`config.mk`:
```
export PLATFORM = sky130hd
export DESIGN_NAME = rggen_bus_router_flat
export DESIGN_NICKNAME = d
export VERILOG_FILES = /design/src/rtl/rggen_bus_router_pkg.sv /design/src/rtl/rggen_bus_router_if.sv /design/src/rtl/rggen_or_reducer.sv /design/src/rtl/rggen_bus_router.sv /design/src/flat_wrapper.sv
export SDC_FILE = /design/constraint.sdc
export NUM_CORES = 1
export LEC_CHECK = 0
export ABC_AREA = 1
export BUFFER_PORTS_ARGS = -buffer_cell sky130_fd_sc_hd__buf_2
export CAP_MARGIN = 20
export CORE_MARGIN = 1
export CORE_UTILIZATION = 38
export DETAILED_ROUTE_END_ITERATION = 6
export PLACE_DENSITY = 0.78
export SETUP_SLACK_MARGIN = 0.02
export SYNTH_ARGS = -nofsm -noshare
export SYNTH_HDL_FRONTEND = slang
export SYNTH_SLANG_ARGS = --single-unit
```
`constraint.sdc`:
```
create_clock -name clk -period 1.38 [get_ports clk]
set_clock_uncertainty 0.1 [all_clocks]
set_input_delay 0 -clock clk [delete_from_list [all_inputs] [get_ports clk]]
set_output_delay 0 -clock clk [all_outputs]
set_load 0.05 [all_outputs]
```
`src/rtl/rggen_bus_router_pkg.sv`:
```
`default_nettype none
// +----------------------------------------------------------------------+
// | rggen_rtl_pkg : shared status/direction types and router FSM states  |
// | Revision 1.0                                                         |
// +----------------------------------------------------------------------+
package rggen_rtl_pkg;

  typedef enum logic [1:0] {
    RGGEN_OKAY         = 2'b00,
    RGGEN_EXOKAY       = 2'b01,
    RGGEN_SLAVE_ERROR  = 2'b10,
    RGGEN_DECODE_ERROR = 2'b11
  } rggen_status;

  typedef enum logic {
    RGGEN_READ  = 1'b0,
    RGGEN_WRITE = 1'b1
  } rggen_direction;

  typedef enum logic [1:0] {
    IDLE = 2'd0,
    WAIT = 2'd1,
    RESP = 2'd2
  } rggen_router_state;

endpackage
`default_nettype wire

```
`src/rtl/rggen_bus_router_if.sv`:
```
`default_nettype none
// +----------------------------------------------------------------------+
// | rggen_bus_router_if : host-side access bus between bridge and router |
// | Revision 1.0                                                         |
// +----------------------------------------------------------------------+
interface rggen_bus_router_if
  import rggen_rtl_pkg::*;
#(
  parameter int DATA_WIDTH    = 32,
  parameter int ADDRESS_WIDTH = 16
);
  logic                      request;
  logic [ADDRESS_WIDTH-1:0]  address;
  rggen_direction            direction;
  logic [DATA_WIDTH-1:0]     write_data;
  logic [DATA_WIDTH/8-1:0]   write_strobe;
  logic                      done;
  logic                      read_done;
  logic                      write_done;
  logic [DATA_WIDTH-1:0]     read_data;
  rggen_status               status;

  modport master (
    output request, address, direction, write_data, write_strobe,
    input  done, read_done, write_done, read_data, status
  );

  modport slave (
    input  request, address, direction, write_data, write_strobe,
    output done, read_done, write_done, read_data, status
  );
endinterface
`default_nettype wire

```
`src/rtl/rggen_or_reducer.sv`:
```
`default_nettype none
// +----------------------------------------------------------------------+
// | rggen_or_reducer : AND-OR merge of N one-hot selected WIDTH-bit words |
// | Revision 1.0                                                         |
// +----------------------------------------------------------------------+
module rggen_or_reducer #(
  parameter int WIDTH = 1,
  parameter int N     = 1
)(
  input  var logic [N-1:0]       i_select,
  input  var logic [N*WIDTH-1:0] i_data,
  output logic     [WIDTH-1:0]   o_data
);
  always_comb begin
    o_data = '0;
    for (int k = 0; k < N; k++) begin
      o_data = o_data | (i_data[k*WIDTH+:WIDTH] & {WIDTH{i_select[k]}});
    end
  end
endmodule
`default_nettype wire

```
`src/rtl/rggen_bus_router.sv`:
```
`default_nettype none
// +----------------------------------------------------------------------+
// | rggen_bus_router : broadcasts a host access to register slots and     |
// | merges their response, with timeout, multi-hit and unmapped handling  |
// | Revision 1.0                                                         |
// +----------------------------------------------------------------------+
module rggen_bus_router
  import rggen_rtl_pkg::*;
#(
  parameter int DATA_WIDTH      = 32,
  parameter int ADDRESS_WIDTH   = 16,
  parameter int TOTAL_REGISTERS = 1,
  parameter int TIMEOUT_CYCLES  = 64,
  parameter bit UNMAPPED_ERROR  = 1'b1
)(
  input  var logic                                clk,
  input  var logic                                rst_n,
  rggen_bus_router_if.slave                       bus_if,
  output logic [TOTAL_REGISTERS-1:0]              o_reg_request,
  output logic [ADDRESS_WIDTH-1:0]                o_reg_address,
  output logic                                    o_reg_direction,
  output logic [DATA_WIDTH-1:0]                   o_reg_write_data,
  output logic [DATA_WIDTH/8-1:0]                 o_reg_write_strobe,
  input  var logic [TOTAL_REGISTERS-1:0]          i_reg_select,
  input  var logic [TOTAL_REGISTERS-1:0]          i_reg_ready,
  input  var logic [TOTAL_REGISTERS*DATA_WIDTH-1:0] i_reg_read_data,
  input  var logic [TOTAL_REGISTERS*2-1:0]        i_reg_status
);
  localparam int COUNT_WIDTH = (TIMEOUT_CYCLES > 0) ? $clog2(TIMEOUT_CYCLES + 1) : 1;
  localparam logic [COUNT_WIDTH-1:0] COUNT_MAX  = '1;
  localparam logic [COUNT_WIDTH-1:0] COUNT_LAST =
    COUNT_WIDTH'((TIMEOUT_CYCLES > 0) ? TIMEOUT_CYCLES - 1 : 0);

  rggen_router_state       state_q, state_d;
  logic [COUNT_WIDTH-1:0]  count_q, count_d;
  logic                    done_q, done_d;
  logic                    read_done_q, read_done_d;
  logic                    write_done_q, write_done_d;
  logic [DATA_WIDTH-1:0]   read_data_q, read_data_d;
  rggen_status             status_q, status_d;

  logic [DATA_WIDTH-1:0]   merged_data;
  logic [1:0]              merged_status;
  logic                    multi_hit, no_hit, slot_ready, timed_out;

  rggen_or_reducer #(.WIDTH(DATA_WIDTH), .N(TOTAL_REGISTERS)) u_data_merge (
    .i_select (i_reg_select),
    .i_data   (i_reg_read_data),
    .o_data   (merged_data)
  );

  rggen_or_reducer #(.WIDTH(2), .N(TOTAL_REGISTERS)) u_status_merge (
    .i_select (i_reg_select),
    .i_data   (i_reg_status),
    .o_data   (merged_status)
  );

  // Clearing the lowest set bit leaves a nonzero value only when two or more slots hit.
  assign multi_hit  = |(i_reg_select & (i_reg_select - 1'b1));
  assign no_hit     = ~|i_reg_select;
  assign slot_ready = |(i_reg_select & i_reg_ready);
  assign timed_out  = (TIMEOUT_CYCLES != 0) && (count_q == COUNT_LAST);

  assign o_reg_request      = {TOTAL_REGISTERS{bus_if.request && (state_q == WAIT)}};
  assign o_reg_address      = bus_if.address;
  assign o_reg_direction    = bus_if.direction;
  assign o_reg_write_data   = bus_if.write_data;
  assign o_reg_write_strobe = bus_if.write_strobe;

  assign bus_if.done       = done_q;
  assign bus_if.read_done  = read_done_q;
  assign bus_if.write_done = write_done_q;
  assign bus_if.read_data  = read_data_q;
  assign bus_if.status     = status_q;

  always_comb begin
    state_d      = state_q;
    count_d      = '0;
    done_d       = 1'b0;
    read_done_d  = 1'b0;
    write_done_d = 1'b0;
    read_data_d  = read_data_q;
    status_d     = status_q;
    case (state_q)
      IDLE: if (bus_if.request) state_d = WAIT;
      WAIT: begin
        if (!bus_if.request) begin
          state_d = IDLE;
        end else begin
          count_d = (count_q != COUNT_MAX) ? count_q + COUNT_WIDTH'(1) : count_q;
          if (multi_hit || no_hit || slot_ready || timed_out) begin
            state_d      = RESP;
            done_d       = 1'b1;
            read_done_d  = (bus_if.direction == RGGEN_READ);
            write_done_d = (bus_if.direction == RGGEN_WRITE);
            read_data_d  = '0;
            if (multi_hit) begin
              status_d = RGGEN_SLAVE_ERROR;
            end else if (no_hit) begin
              status_d = UNMAPPED_ERROR ? RGGEN_DECODE_ERROR : RGGEN_OKAY;
            end else if (slot_ready) begin
              status_d = rggen_status'(merged_status);
              if (bus_if.direction == RGGEN_READ) read_data_d = merged_data;
            end else begin
              status_d = RGGEN_SLAVE_ERROR;
            end
          end
        end
      end
      RESP:    state_d = IDLE;
      default: state_d = IDLE;
    endcase
  end

  always_ff @(posedge clk or negedge rst_n) begin
    if (!rst_n) begin
      state_q      <= IDLE;
      count_q      <= '0;
      done_q       <= 1'b0;
      read_done_q  <= 1'b0;
      write_done_q <= 1'b0;
      read_data_q  <= '0;
      status_q     <= RGGEN_OKAY;
    end else begin
      state_q      <= state_d;
      count_q      <= count_d;
      done_q       <= done_d;
      read_done_q  <= read_done_d;
      write_done_q <= write_done_d;
      read_data_q  <= read_data_d;
      status_q     <= status_d;
    end
  end
endmodule
`default_nettype wire

```
`src/flat_wrapper.sv`:
```
// flat-port wrapper written by rule: the top's interface ports become plain ports
module rggen_bus_router_flat import rggen_rtl_pkg::*;
#(
  parameter int DATA_WIDTH      = 32,
  parameter int ADDRESS_WIDTH   = 16,
  parameter int TOTAL_REGISTERS = 1,
  parameter int TIMEOUT_CYCLES  = 64,
  parameter bit UNMAPPED_ERROR  = 1'b1
)
  (clk, rst_n, o_reg_request, o_reg_address, o_reg_direction, o_reg_write_data, o_reg_write_strobe, i_reg_select, i_reg_ready, i_reg_read_data, i_reg_status, bus_if_request, bus_if_address, bus_if_direction, bus_if_write_data, bus_if_write_strobe, bus_if_done, bus_if_read_done, bus_if_write_done, bus_if_read_data, bus_if_status);
  rggen_bus_router_if #(.DATA_WIDTH(DATA_WIDTH), .ADDRESS_WIDTH(ADDRESS_WIDTH)) bus_if_i ();
  input  var logic clk;
  input  var logic rst_n;
  output logic [TOTAL_REGISTERS-1:0] o_reg_request;
  output logic [ADDRESS_WIDTH-1:0] o_reg_address;
  output logic o_reg_direction;
  output logic [DATA_WIDTH-1:0] o_reg_write_data;
  output logic [DATA_WIDTH/8-1:0] o_reg_write_strobe;
  input  var logic [TOTAL_REGISTERS-1:0] i_reg_select;
  input  var logic [TOTAL_REGISTERS-1:0] i_reg_ready;
  input  var logic [TOTAL_REGISTERS*DATA_WIDTH-1:0] i_reg_read_data;
  input  var logic [TOTAL_REGISTERS*2-1:0] i_reg_status;
  input wire logic [$bits(bus_if_i.request)-1:0] bus_if_request;
  input wire logic [$bits(bus_if_i.address)-1:0] bus_if_address;
  input wire logic [$bits(bus_if_i.direction)-1:0] bus_if_direction;
  input wire logic [$bits(bus_if_i.write_data)-1:0] bus_if_write_data;
  input wire logic [$bits(bus_if_i.write_strobe)-1:0] bus_if_write_strobe;
  output wire logic [$bits(bus_if_i.done)-1:0] bus_if_done;
  output wire logic [$bits(bus_if_i.read_done)-1:0] bus_if_read_done;
  output wire logic [$bits(bus_if_i.write_done)-1:0] bus_if_write_done;
  output wire logic [$bits(bus_if_i.read_data)-1:0] bus_if_read_data;
  output wire logic [$bits(bus_if_i.status)-1:0] bus_if_status;
  assign bus_if_i.request = bus_if_request;
  assign bus_if_i.address = bus_if_address;
  assign bus_if_i.direction = bus_if_direction;
  assign bus_if_i.write_data = bus_if_write_data;
  assign bus_if_i.write_strobe = bus_if_write_strobe;
  assign bus_if_done = bus_if_i.done;
  assign bus_if_read_done = bus_if_i.read_done;
  assign bus_if_write_done = bus_if_i.write_done;
  assign bus_if_read_data = bus_if_i.read_data;
  assign bus_if_status = bus_if_i.status;
  rggen_bus_router #(.DATA_WIDTH(DATA_WIDTH), .ADDRESS_WIDTH(ADDRESS_WIDTH), .TOTAL_REGISTERS(TOTAL_REGISTERS), .TIMEOUT_CYCLES(TIMEOUT_CYCLES), .UNMAPPED_ERROR(UNMAPPED_ERROR)) u_core (.clk(clk), .rst_n(rst_n), .bus_if(bus_if_i), .o_reg_request(o_reg_request), .o_reg_address(o_reg_address), .o_reg_direction(o_reg_direction), .o_reg_write_data(o_reg_write_data), .o_reg_write_strobe(o_reg_write_strobe), .i_reg_select(i_reg_select), .i_reg_ready(i_reg_ready), .i_reg_read_data(i_reg_read_data), .i_reg_status(i_reg_status));
endmodule
```
## Word level (Yosys, flattened, before mapping)

Cells that the tools add are included.

- Flip-flop bits (word level): 46
- Word-level logic and storage cells: 51
- Output and inout bits: 91

- Equal/unequal tests: 6
- Mux-type cells: 23
- $add $sub $neg: 2
- Reductions and logical operators: 8
- Bitwise operators: 5

Operators with widths:

| cell | number |
|---|---|
| 2-to-1 mux 32 bit | 4 |
| AND 32 bit | 1 |
| 2-to-1 mux 7 bit | 3 |
| 2-to-1 mux 2 bit | 6 |
| 2-to-1 mux 1 bit | 9 |
| adder 7 x 1 -> 7 bit, second input constant | 1 |
| equality test 7 x 6 -> 1 bit, second input constant | 1 |
| inequality test 7 bit, second input constant | 1 |
| inequality test 3 bit, second input constant | 2 |
| case mux 2 bit (2 select lines) | 1 |
| logical OR 1 bit | 3 |
| AND reduction 3 bit | 1 |
| AND 1 bit | 2 |
| AND 2 bit | 1 |
| equality test 2 x 1 -> 1 bit, second input constant | 1 |
| logical NOT 2 bit | 1 |
| inequality test 2 bit, second input constant | 1 |
| AND reduction 2 bit | 1 |
| logical AND 1 bit | 1 |
| logical NOT 1 bit | 1 |
| NOT 1 bit | 1 |
| subtractor 1 bit, second input constant | 1 |

## Longest topological paths before layout

- Depth in word-level cells: 8
- Mapped depth: 10
- Gate-level depth less buffers: 8

## Hierarchy

A second synthesis with hierarchy kept.

- Cells, all modules: 346
- Area, all modules: 2969.1 um^2

Modules (own cells, without submodules):

| module | cells each | sequential area each (um^2) | area each (um^2) | instances |
|---|---|---|---|---|
| rggen_bus_router | 275 | 1151.1 | 2680.1 | 1 |
| rggen_or_reducer (u_core.u_data_merge) | 67 | 0.0 | 274.0 | 1 |
| rggen_or_reducer (u_core.u_status_merge) | 4 | 0.0 | 15.0 | 1 |

## Worst setup path before layout

No wires, ideal clock.

- Kind: reg-to-reg
- From: register u_core.state_q[1]
- To: register u_core.read_data_q[20], in the netlist u_core.bus_if.read_data[20]
- Library setup time: 0.069 ns
- Data required time: 1.211 ns
- Arrival: 1.464 ns
- Slack: -0.253 ns
- Stages on the path, launching flop included: 7
- Path buffers: 1
- Cell sequence: dfrtp_1 -> inv_1 -> nand3_1 -> clkinv_1 -> clkbuf_1 -> nand3_1 -> nand2_1

- Cells in the longest elaborated chain, start to end: 2

Ends and longest elaborated chain:

| item | RTL line | RTL |
|---|---|---|
| from (decl) | rggen_bus_router.sv:34 | `rggen_router_state state_q, state_d;` |
| from (signal assigned) | rggen_bus_router.sv:125 | `state_q <= state_d;` |
| equality test 2 x 1 -> 1 bit | rggen_bus_router.sv:84 | `case (state_q)` |
| AND reduction 3 bit (no line) | - |  |
| to (signal assigned) | rggen_bus_router.sv:130 | `read_data_q <= read_data_d;` |
| to (decl) | rggen_bus_router.sv:39 | `logic [DATA_WIDTH-1:0] read_data_q, read_data_d;` |

No other way between the ends.
A chain may end at the register's enable or synchronous reset.

## Worst setup path in the final report

- From: register u_core.count_q[0]
- To: register u_core.status_q[1], in the netlist u_core.bus_if.status[1]

- Cells in the longest elaborated chain, start to end: 3

Ends and longest elaborated chain:

| item | RTL line | RTL |
|---|---|---|
| from (decl) | rggen_bus_router.sv:35 | `logic [COUNT_WIDTH-1:0] count_q, count_d;` |
| from (signal assigned) | rggen_bus_router.sv:126 | `count_q <= count_d;` |
| equality test 7 x 6 -> 1 bit | rggen_bus_router.sv:62 | `assign timed_out = (TIMEOUT_CYCLES != 0) && (count_q == COUNT_LAST);` |
| logical OR 1 bit | rggen_bus_router.sv:91 | `if (multi_hit \|\| no_hit \|\| slot_ready \|\| timed_out) begin` |
| AND reduction 3 bit (no line) | - |  |
| to (signal assigned) | rggen_bus_router.sv:131 | `status_q <= status_d;` |
| to (decl) | rggen_bus_router.sv:40 | `rggen_status status_q, status_d;` |

No other way between the ends.

==> results.cfg <==
[run_status]
status = complete, but fails checks
violations = negative setup slack

[routing]
dr.pass1.iters = 4
wl_per_cell_um = 15.3
drt-total-wl_mm = 8.32
vias = 2704
drt-initial-drc-count = 197
antenna_left = 0
via_per_inst = 4.98
drc_errors = 0

[worst_setup_path]
path_max_fanout = 13
worstSetupStartpoint = u_core.count_q[0]
cp_slowest_cell = dfrtp_1
cp-end-kind = register
r2r_cells = 9
required_ns = 1.48
r2r-end = u_core.bus_if.status[1]
crit_path_max_incr_delay_ns = 0.38
worstPathArrival_ns = 1.56
crit_type = register to register
path_cells = ha_2 -> nand2_2 -> nor2_4 -> nand2_2 -> nand2_4 -> nand2_4 -> clkbuf_16 -> nand2_1 -> nand2_1
endpoint = u_core.bus_if.status[1]
reg2reg_slack_ns = -0.08
startpoint_type = register
r2r-start = u_core.count_q[0]

[yosys]
synth_cells = 343
yosysTopAreaCell = dfrtp_1
ys_seq_area_share_pct = 43.7
synth_top_area_share_pct = 43.7
netlist_area_sq_mm = 0.00264
syn_nets = 436
synth-edff-count = 0
synthMostInstantiatedCell = nand2_1
yosys_register_bits = 46
synthTopCellsByCount = 79 x nand2_1, 72 x nand3_1, 53 x buf_4
async_flop_share_pct = 100
yosysWarnings = 0
synth.avg_cell_area_sq_um = 7.69
synth_area_leaders = dfrtp_1 44%, buf_4 15%, nand3_1 14%, nand2_1 11%, nor2_1 6.1%
synth_cell_types = 22
synth-main-ff-cell = dfrtp_1

[clock_tree]
numCtsBuffers = 5
tritoncts = done
clkTransAtPathRegs_ns = 0.09
insertion_delay_ns = 0.30
cts.sinks = 46
clockBufferDepth = 2
htreeDepth = 2
clock-root-buffer = clkbuf_8

[floorplan]
start_util_pct = 40.4
die_y_um = 85.3
dieArea_sq_mm = 0.00727
io-pin-count = 183
num_rows = 29
dieWidth_um = 85.3
core_sq_mm = 0.00653

[placement]
routabilityCongestion = 0.863
dp_hpwl_mm = 5.09
pre_cts_ws_ns = -0.0604
port_buffers = 78
dp.cells = 444

[global_route]
grt_pass1_vias = 2583
overflow = 0
grt_use_met2_pct = 40.6
met3_usage_pct = 3.70
grt_max_degree = 47
gr-max-usage-layer = met2
antenna_found_initial = 0
use_met1_pct = 25.1
grtUsageTotal_pct = 21.9
grt_pass1_wl_mm = 12.4

[sta]
drv_slew = 0
relSlewSlack_pct = 63.6
min_period_ns = 1.46
tightestPinTransition_ns = 0.544
fmax_mhz = 683
setup_viol = 42
rsz0062_at_grt = yes
hold_viol_final = 0
period_share_pct = 106
fin_ws_ns = -0.0834

[pwr]
peakVddDrop_mv = 0.429
p_per_area_mw_per_mm2 = 873
p_total_mw = 3.44
leakagePower_nw = 2.05

[final_layout]
utilization_pct = 60.2
layout.cells.non_filler = 543
finalNetCount = 559
layout-drive-gt1-share_pct = 28.1
syn2layout_area_growth_pct = 49.2
n_antenna_cell = 0
nFillCells = 550

[hold_path]
hold_path.class = input port to register

[run]
drv_cap = 0
repair_timing:
action	in CTS	in global routing
setup buffers	0	2
pin swaps	0	7
gates resized for setup	8	24
hold buffers	89	0
hold endpoints to repair	136	0
cloned	0	1
setup endpoints to repair	43	46
final cells by class:
type | count | area, sq um | share of cell area [%]
Timing Repair Buffer | 190 | 1540 | 39.1
Inverter | 13 | 56.3 | 1.43
Clock inverter | 1 | 7.51 | 0.191
Clock buffer | 6 | 72.6 | 1.84
Tap cell | 77 | 96.3 | 2.45
Multi-Input combinational cell | 210 | 1010 | 25.7
Sequential cell | 46 | 1150 | 29.3
flip-flops by register name, indices dropped and copies added, names as in the netlist:
signal	count
u_core.bus_if.status	2
u_core.state_q	2
u_core.bus_if.read_done	1
u_core.count_q	7
u_core.bus_if.write_done	1
u_core.bus_if.read_data	32
u_core.bus_if.done	1
metrics by stage:
stage	TNS [ns]	hold slack, ns	area [sq um]
2_1_floorplan	-3.00	-0.396	2640
3_3_place_gp	0	-0.104	2810
3_5_place_dp	-1.31	-0.0997	2810
4_1_cts	-1.67	0.0477	3810
5_1_grt	-5.71	0.0927	3930
6_report	-2.44	0.0474	3930
routing by layer:
metal	vias up	share of wire [%]
met4	0	1.8
li1	1270	-
met3	14	6.3
met5	-	0
met2	145	54
met1	1275	38
worst min-delay path by stage:
stage                            start  cells past startpoint                     endpoint
after floorplan                  rst_n                      0           u_core.bus_if.done
after global placement           rst_n                      2  u_core.bus_if.read_data[29]
after detailed placement         rst_n                      2  u_core.bus_if.read_data[28]
after CTS                  i_reg_ready                      5      u_core.bus_if.status[0]
after global routing      i_reg_select                      5   u_core.bus_if.read_data[2]
final                      i_reg_ready                      5      u_core.bus_if.status[0]
power breakdown:
| part | switching (mW) | leakage, nW | internal, mW |
|---|---|---|---|
| Sequential | 0.0410 | 0.632 | 1.41 |
| Combinational | 0.811 | 1.38 | 0.370 |
| Clock | 0.454 | 0.0373 | 0.348 |
logic make-up after synthesis:
| logic type | share of synthesized area, % |
|---|---|
| AND/OR/NAND/NOR | 33.1 |
| buffers and inverters | 21.1 |
| flip-flops | 43.7 |
| AO/OA/AOI/OAI | 1.33 |
| XOR/XNOR | 0.332 |
| adder cells (fa/ha/maj) | 0.475 |
placed cells by master, fill, tap and decap left out, drive strengths merged:
| master | instances |
|---|---|
| nor2 | 45 |
| buf | 100 |
| o21ai | 4 |
| inv | 13 |
| dlygate4sd3 | 89 |
| clkbuf | 7 |
| nand2 | 82 |
| dfrtp | 46 |
| clkinvlp | 1 |
| a21oi | 3 |
| nand3 | 72 |
| ha | 1 |
| or2 | 1 |
| nand3b | 1 |
| xor2 | 1 |
critical path, delay by kind of cell, from the launching register on:
| family | cells | cell delay (ns) |
|---|---|---|
| DFF | 1 | 0.38 |
| buffers and inverters | 1 | 0.18 |
| adders and majority gates | 1 | 0.19 |
| and+or+nand+nor | 7 | 0.51 |
(Power assumes the default switching activity.)
